[config.mk]
export PLATFORM = sky130hd
export DESIGN_NAME = stream_demux_n
export DESIGN_NICKNAME = d
export VERILOG_FILES = /design/src/rtl/autoenc_pkg.sv /design/src/rtl/demux_slot.sv /design/src/rtl/stream_demux_n.sv
export SDC_FILE = /design/constraint.sdc
export NUM_CORES = 1
export LEC_CHECK = 0
export CORE_AREA = 2 2 82 84
export CTS_BUF_LIST = sky130_fd_sc_hd__clkbuf_8
export DETAILED_ROUTE_END_ITERATION = 10
export DIE_AREA = 0 0 84 86
export GPL_TIMING_DRIVEN = 0
export MAX_ROUTING_LAYER = met4
export PLACE_DENSITY = 0.8
export REMOVE_ABC_BUFFERS = 1
export SLEW_MARGIN = 20
export SYNTH_ARGS = -nofsm -noshare
export SYNTH_HDL_FRONTEND = slang
export SYNTH_HIERARCHICAL = 1
export SYNTH_SLANG_ARGS = --single-unit
[constraint.sdc]
create_clock -name clk -period 2.4 [get_ports clk]
set_input_delay 0.24 -clock clk [delete_from_list [all_inputs] [get_ports clk]]
set_output_delay 0.24 -clock clk [all_outputs]
set_load 0.01 [all_outputs]
[src/rtl/autoenc_pkg.sv]
// Shared definitions for the stream demultiplexer: default payload width
// and the routing-mode encodings.
package autoenc_pkg;

    localparam int unsigned DATA_W_DEF = 16;

    typedef enum logic {
        MODE_ADDR = 1'b0,
        MODE_RR   = 1'b1
    } mode_e;

endpackage

[src/rtl/demux_slot.sv]
// One-entry output slot: a full flag plus a data register with valid/ready.
// Build option: STREAM_DEMUX_HOLD_EN keeps the last data after a drain;
// otherwise the data register clears when the slot empties without refill.
module demux_slot #(
    parameter int unsigned DATA_W = 16
) (
    input  logic              clk,
    input  logic              rst,
    input  logic              load,
    input  logic [DATA_W-1:0] load_data,
    input  logic              ready,
    output logic              valid,
    output logic [DATA_W-1:0] data
);

    // Load wins over drain so a same-cycle drain and refill leaves the slot full.
    always_ff @(posedge clk) begin
        if (rst) begin
            valid <= 1'b0;
            data  <= '0;
        end else if (load) begin
            valid <= 1'b1;
            data  <= load_data;
        end else if (valid && ready) begin
            valid <= 1'b0;
`ifndef STREAM_DEMUX_HOLD_EN
            data  <= '0;
`endif
        end
    end

endmodule

[src/rtl/stream_demux_n.sv]
// Routes one input stream to N_OUT one-entry output slots, either addressed
// by sel or in round-robin order. Out-of-range addressed beats are dropped
// and flagged on sel_err one cycle later.
// Build option: STREAM_DEMUX_HOLD_EN (slot data held after drain).
module stream_demux_n
    import autoenc_pkg::*;
#(
    parameter int unsigned DATA_W = DATA_W_DEF,
    parameter int unsigned N_OUT  = 4,
    parameter int unsigned SEL_W  = $clog2(N_OUT)
) (
    input  logic                    clk,
    input  logic                    rst,
    input  logic                    in_valid,
    output logic                    in_ready,
    input  logic [DATA_W-1:0]       in_data,
    input  logic [SEL_W-1:0]        sel,
    input  logic                    mode,
    output logic [N_OUT-1:0]        out_valid,
    input  logic [N_OUT-1:0]        out_ready,
    output logic [N_OUT*DATA_W-1:0] out_data,
    output logic                    sel_err
);

    localparam int unsigned SEL_SPAN = 1 << SEL_W;
    // One bit per encodable sel value, set where the channel exists.
    localparam logic [SEL_SPAN-1:0] SEL_OK = SEL_SPAN'({N_OUT{1'b1}});

    logic [SEL_W-1:0] rr_ptr;
    logic [SEL_W-1:0] tgt;
    logic             rr_mode;
    logic             oor;
    logic             accept;
    logic [N_OUT-1:0] load;

    // Target selection and input handshake; dropped beats are always accepted.
    always_comb begin
        rr_mode  = (mode_e'(mode) == MODE_RR);
        tgt      = rr_mode ? rr_ptr : sel;
        oor      = !rr_mode && !SEL_OK[sel];
        in_ready = 1'b0;
        if (!rst) begin
            if (oor) begin
                in_ready = 1'b1;
            end else begin
                in_ready = !out_valid[tgt] || out_ready[tgt];
            end
        end
        accept = in_valid && in_ready;
    end

    // Round-robin pointer advances only on round-robin accepts and is held otherwise.
    always_ff @(posedge clk) begin
        if (rst) begin
            rr_ptr <= '0;
        end else if (accept && rr_mode) begin
            if (rr_ptr == SEL_W'(N_OUT - 1)) begin
                rr_ptr <= '0;
            end else begin
                rr_ptr <= rr_ptr + SEL_W'(1);
            end
        end
    end

    // One-cycle pulse for each dropped out-of-range beat.
    always_ff @(posedge clk) begin
        if (rst) begin
            sel_err <= 1'b0;
        end else begin
            sel_err <= accept && oor;
        end
    end

    for (genvar k = 0; k < N_OUT; k++) begin : g_slot
        assign load[k] = accept && !oor && (tgt == SEL_W'(k));

        demux_slot #(
            .DATA_W (DATA_W)
        ) u_slot (
            .clk       (clk),
            .rst       (rst),
            .load      (load[k]),
            .load_data (in_data),
            .ready     (out_ready[k]),
            .valid     (out_valid[k]),
            .data      (out_data[k*DATA_W +: DATA_W])
        );
    end

endmodule

==> results_dict.tcl <==
set metrics [dict create \
    status "finished clean" \
    ys.flop_type "dfxtp_1" \
    finalCritPeriodShare_pct 89.24 \
    path_class "register to register" \
    fin_skew_ps 9.356 \
    ff2ff_setup_slack_ps 260 \
    worstPathMaxFanout 19 \
    grt_start_max_net_pins 77 \
    wl_um 7388 \
    drtAntennaViolNets 0 \
    crit_arrival_ps 2330 \
    rows 29 \
    power.share.clock_pct 40.9 \
    max-vdd-ir-drop_mv 0.4594 \
    clock_latency_ps 350 \
    track_usage_pct 21.17 \
    drtIter0Drc 115 \
    wl_met1_um 3267 \
    place.gp.congestion 0.7512 \
    gr-total-overflow 0 \
    rr_worst_depth 7 \
    wl_met2_um 3476 \
    async_reset_ff_share_pct 0 \
    drc 0 \
    combPwrFrac_pct 10.4 \
    critical_path.startpoint "rr_ptr[1]$_SDFFE_PP0P_" \
    drive_gt1_share_pct 7.765 \
    ios 96 \
    timing.hold.ws_ps 454.3 \
    hold_violations 0 \
    hold_path_class "input port to register" \
    dr_wl_met3_um 532 \
    top_layer "met4" \
    rsz0062_at_grt "false" \
    area_delta_synth_final_pct 40.69 \
    port_buffers 94 \
    grt_pass1_wl_um 11990 \
    core_area_um2 6277 \
    totalPowerFinal_uw 2487 \
    grt_pass1_vias 2523 \
    fin_nets 447 \
    clock-sinks 70 \
    antenna_cells 0 \
    p_leak_uw 0.001372 \
    seq_area_frac_synth_pct 48.28 \
    worst_slack_ps 258.2 \
    fmax_mhz 466.9 \
    r2r-end "g_slot[1].u_slot/data[6]$_SDFFE_PP0P_" \
    die_w_um 84 \
    syn-cell-area_um2 2903 \
    report.final.slew_viol_count 0 \
    cts_tree "built" \
    grt_antenna_before_repair 0 \
    fin_crit_ps 2142 \
    cts_setup_buffers 0 \
    cts-buffers-inserted 9 \
    postSynthCellCount 336 \
    worst_pin_slew_ps 755.9 \
    clockBufferDepth 2 \
    synth_edf_count 0 \
    setup_viol 0 \
    cp-end-kind "register" \
    routedWlPerCell_um 14.72 \
    syn_area_per_cell_um2 8.639 \
    p_int_uw 1903 \
    clk_pin_slew_worst_paths_ps 70 \
    ys_warn_count 6 \
    yosysUniqueCellTypes 23 \
    r2r-start "rr_ptr[1]$_SDFFE_PP0P_" \
    drv_cap 0 \
    cts-resized-gates 6 \
    htree_levels 3 \
    post-dp-hpwl_um 4949 \
    critPathCapture "g_slot[1].u_slot/data[6]$_SDFFE_PP0P_" \
    dp_slack_ps -533.3 \
    drt_pass1_iterations 4 \
    critPathRequiredTime_ps 2590 \
    ys_ff_latch 70 \
    die_area_um2 7224 \
    viasPerCell 5.293 \
    cts.hold.buffers_added 0 \
    p_seq_share_pct 48.7 \
    start_util_pct 46.24 \
    die_y_um 86 \
    cts-root-buf "clkbuf_8" \
    switching_share_pct 23.48 \
    relSlewSlack_pct 49.61 \
    p_per_area_nw_per_um2 608.9 \
    via_count 2657 \
    fin_util_pct 65.06 \
    cp-start-kind "register" \
    switchingPower_uw 583.9 \
]
[layout make-up]
class                      instances  area [um^2]
clock buffer                       9        123.9
clock inverter                     7        90.09
fill                             508         2193
inverter                           4        15.01
multi-input combinational        237         1360
sequential                        70         1401
tap                               77        96.34
timing repair buffer              98        997.2
[sequential cells by signal, summed over array words and instances, names as in the netlist]
name                 cells
g_slot.u_slot/data      64
g_slot.u_slot/valid      4
rr_ptr                   2
[worst max-delay path: stages (launching register included)]
cell and delay (ps):
dfxtp_1 360, mux2i_4 230, mux2i_1 160, or2_2 340, nor2_2 480, buf_8 230
nand3b_1 120, a21oi_1 70
[logic make-up (layout without fill, tap and decap cells)]
logic type	Yosys count	count (layout)	share of synthesized area, %
other	1	1	0.1292
adders and majority gates	1	1	0.4310
and+or+nand+nor	158	158	31.21
DFF	70	70	48.28
buffers and inverters	29	118	5.776
muxes	4	4	1.379
AOI/OAI and AO/OA	73	73	12.80
[layer usage]
layer / vias up / GRT usage, %
met5: - / -
met4: 0 / 8.944
met3: 10 / 5.390
met2: 86 / 33.09
met1: 1253 / 26.17
li1: 1308 / -
[worst min path at each step]
stage                                                 from                                     end  slack, ps  cells after the start
floorplan                                              rst   g_slot[0].u_slot/data[0]$_SDFFE_PP0P_        310                      1
global placement     g_slot[1].u_slot/data[4]$_SDFFE_PP0P_   g_slot[1].u_slot/data[4]$_SDFFE_PP0P_        470                      2
detailed placement  g_slot[1].u_slot/data[12]$_SDFFE_PP0P_  g_slot[1].u_slot/data[12]$_SDFFE_PP0P_        470                      2
CTS                                                    rst     g_slot[2].u_slot/valid$_SDFFE_PP0P_        440                      2
global route                                           rst     g_slot[2].u_slot/valid$_SDFFE_PP0P_        480                      2
finish                                                 rst     g_slot[2].u_slot/valid$_SDFFE_PP0P_        450                      2
[stage by stage]
stage               std cells  TNS [ps]  instance area, um^2
floorplan                 311         0                 2750
global placement          482   -158100                 3787
detailed placement        486    -26810                 3855
CTS                       502         0                 4084
global route              502         0                 4084
finish                    502         0                 4084
[layout by cell type (no fill, tap or decap), drive strengths merged]
cell | synthesis | final
nor2b | 2 | 2
or2 | 1 | 1
a21oi | 70 | 70
dfxtp | 70 | 70
ha | 1 | 1
clkbuf | 0 | 9
nand4 | 2 | 2
or4b | 1 | 1
conb | 1 | 1
or4 | 1 | 1
a311o | 1 | 1
nand2 | 72 | 72
or3b | 1 | 1
clkinv | 0 | 3
dlygate4sd2 | 0 | 1
clkdlybuf4s15 | 0 | 1
nor2 | 9 | 9
nand2b | 3 | 3
inv | 4 | 5
bufinv | 0 | 2
buf | 25 | 5
nand3b | 65 | 65
o21ai | 2 | 2
nor3b | 1 | 1
clkinvlp | 0 | 1
clkdlybuf4s50 | 0 | 91
mux2i | 4 | 4
[power groups by stage]
stage | sequential [uW] | combinational (uW) | clock [uW]
3_3_place_gp | 1240 | 246 | 0
5_1_grt | 1210 | 281 | 1090
4_1_cts | 1210 | 261 | 1040
2_1_floorplan | 1250 | 81.2 | 0
6_report | 1210 | 259 | 1020
3_5_place_dp | 1240 | 257 | 0
[synthesized netlist by cell type (2+ instances only)]
cell type / n / area share [%]
nand4_1: 2 / 0.43
a21oi_1: 70 / 12
buf_2: 20 / 3.4
nand2_4: 4 / 1.6
nand2b_1: 3 / 0.65
nor2_1: 9 / 1.2
nor2b_1: 2 / 0.43
dfxtp_1: 70 / 48
nand3b_1: 65 / 17
o21ai_0: 2 / 0.34
nand2_1: 68 / 8.8
buf_6: 4 / 1.6
mux2i_1: 4 / 1.4
inv_1: 4 / 0.52
(Power assumes the default switching activity.)
==> variant (same flow settings) <==
Add a define of `STREAM_DEMUX_HOLD_EN`.
--- a/src/rtl/demux_slot.sv
+++ b/src/rtl/demux_slot.sv
@@ -3,2 +3,4 @@
 // otherwise the data register clears when the slot empties without refill.
+`define STREAM_DEMUX_HOLD_EN
+
 module demux_slot #(
Check against the original RTL: not equivalent (a bounded check fails within 4 cycles, from zero or initial values and one cycle with rst high).
==> variant against the original RTL <==
Count of clock-buffer cells in the layout grew 2. Non-clock buffer count shrank 3. Sequential cell count is the same. Design area fell by 5.7%. Worst setup slack worse by 0.038 ns. Wire length decreased by 17%. Critical endpoint is now g_slot[2].u_slot/data[13]$_SDFFE_PP0P_. Area after synthesis decreased by 6.0%. Total power is 3.4% lower.
==> variant: results (changes against the original RTL) <==
[place]
dp_hpwl_mm = 4.031  ; -19%
dp_worst_setup_slack_ns = -0.6356  ; -0.1023 ns
gp_congestion = 0.7498  ; -0.19%
place_area_um2 = 3620  ; -6.1%
dp.cells = 414  ; -15%

[yosys]
netlist_top_cells_area = dfxtp_1 51%, mux2i_1 25%, nor2_1 9.5%, buf_12 2.9%, buf_6 1.7%
netlist_instances = 260  ; -23%
ys_seq_area_share_pct = 51.38  ; +3.1 points
synth_common_cells = 70 x dfxtp_1, 69 x nor2_1, 68 x mux2i_1

[final_layout]
nets = 376  ; -16%
diodes = 0  ; unchanged
drive_above_1_share_pct = 7.910  ; +0.14 points

[clocking]
htreeDepth = 3  ; unchanged
cts_setup_buffers = 1  ; +1
insertion_delay_ns = 0.32  ; -0.03 ns
clockBufferDepth = 2  ; unchanged

[worst_setup_path]
crit_family = simple AND/OR/NAND/NOR gates
critPathKind = input pin to flip-flop
cp.arrival_ns = 2.35  ; +0.02 ns
cpMaxStageDelayCell = nor2_4
reg2reg_slack_ns = 0.25
rr_worst_depth = 6  ; -1
r2r_end = g_slot[2].u_slot/data[13]$_SDFFE_PP0P_
cpPeakStageDelay_ns = 0.63  ; +0.15 ns
path_max_fanout = 17  ; -2
crit_start = mode

[drt]
post_drt_via_cell_ratio = 4.872  ; -7.9%
via_count = 2100  ; -21%
wire_per_inst_um = 14.23  ; -3.3%
drt_iter0_drc = 56  ; -51%

[power_and_ir_drop]
vdd_drop_max_v = 0.0004570  ; -0.54%
p_leak_nw = 1.347  ; -1.9%
p_switching_mw = 0.5456  ; -6.6%
clk-power_mw = 0.934  ; -8%

[outcome]
outcome = finished clean

[hold_path]
min_to = g_slot[0].u_slot/data[13]$_SDFFE_PP0P_

[timing]
tightest_slew_ns = 0.7371  ; -0.01876 ns
clock-skew-final_ns = 0.006514  ; -0.002842 ns
max_freq_mhz = 458.8  ; -1.7%

[grt]
grt_first_pass_wirelength_mm = 9.839  ; -18%
grt_use_total_pct = 17.61  ; -3.6 points
grt_pass1_vias = 2037  ; -19%
grt_max_degree = 77  ; unchanged

==> variant: metal layers <==
| layer | vias to the layer above | GRT usage, % | part of all wire [%] |
|---|---|---|---|
| met4 | 0 | 7.038 | 1.4 |
| li1 | 1042 | - | - |
| met5 | - | - | 0 |
| met3 | 8 | 4.042 | 4.5 |
| met1 | 997 | 20.37 | 44 |
| met2 | 53 | 29.75 | 50 |
==> variant: layout make-up <==
type                    instances  area (µm²)
clock buffers                  11       151.4
repair buffers                 95       948.4
multi-input cells             169        1189
fillers                       523        2426
well taps                      77       96.34
clock inverters                 5       48.80
inverters                       4       15.01
flip-flops and latches         70        1403
==> variant: cells by family (layout without fill, tap and decap cells) <==
logic type / after synthesis / in the layout / synth area share (%)
mux: 68 / 68 / 24.95
compound gates: 9 / 9 / 1.881
simple gates: 90 / 90 / 14.31
fa+ha+maj: 1 / 1 / 0.4586
buf+inv: 21 / 115 / 6.881
flops: 70 / 70 / 51.38
other cells: 1 / 1 / 0.1375
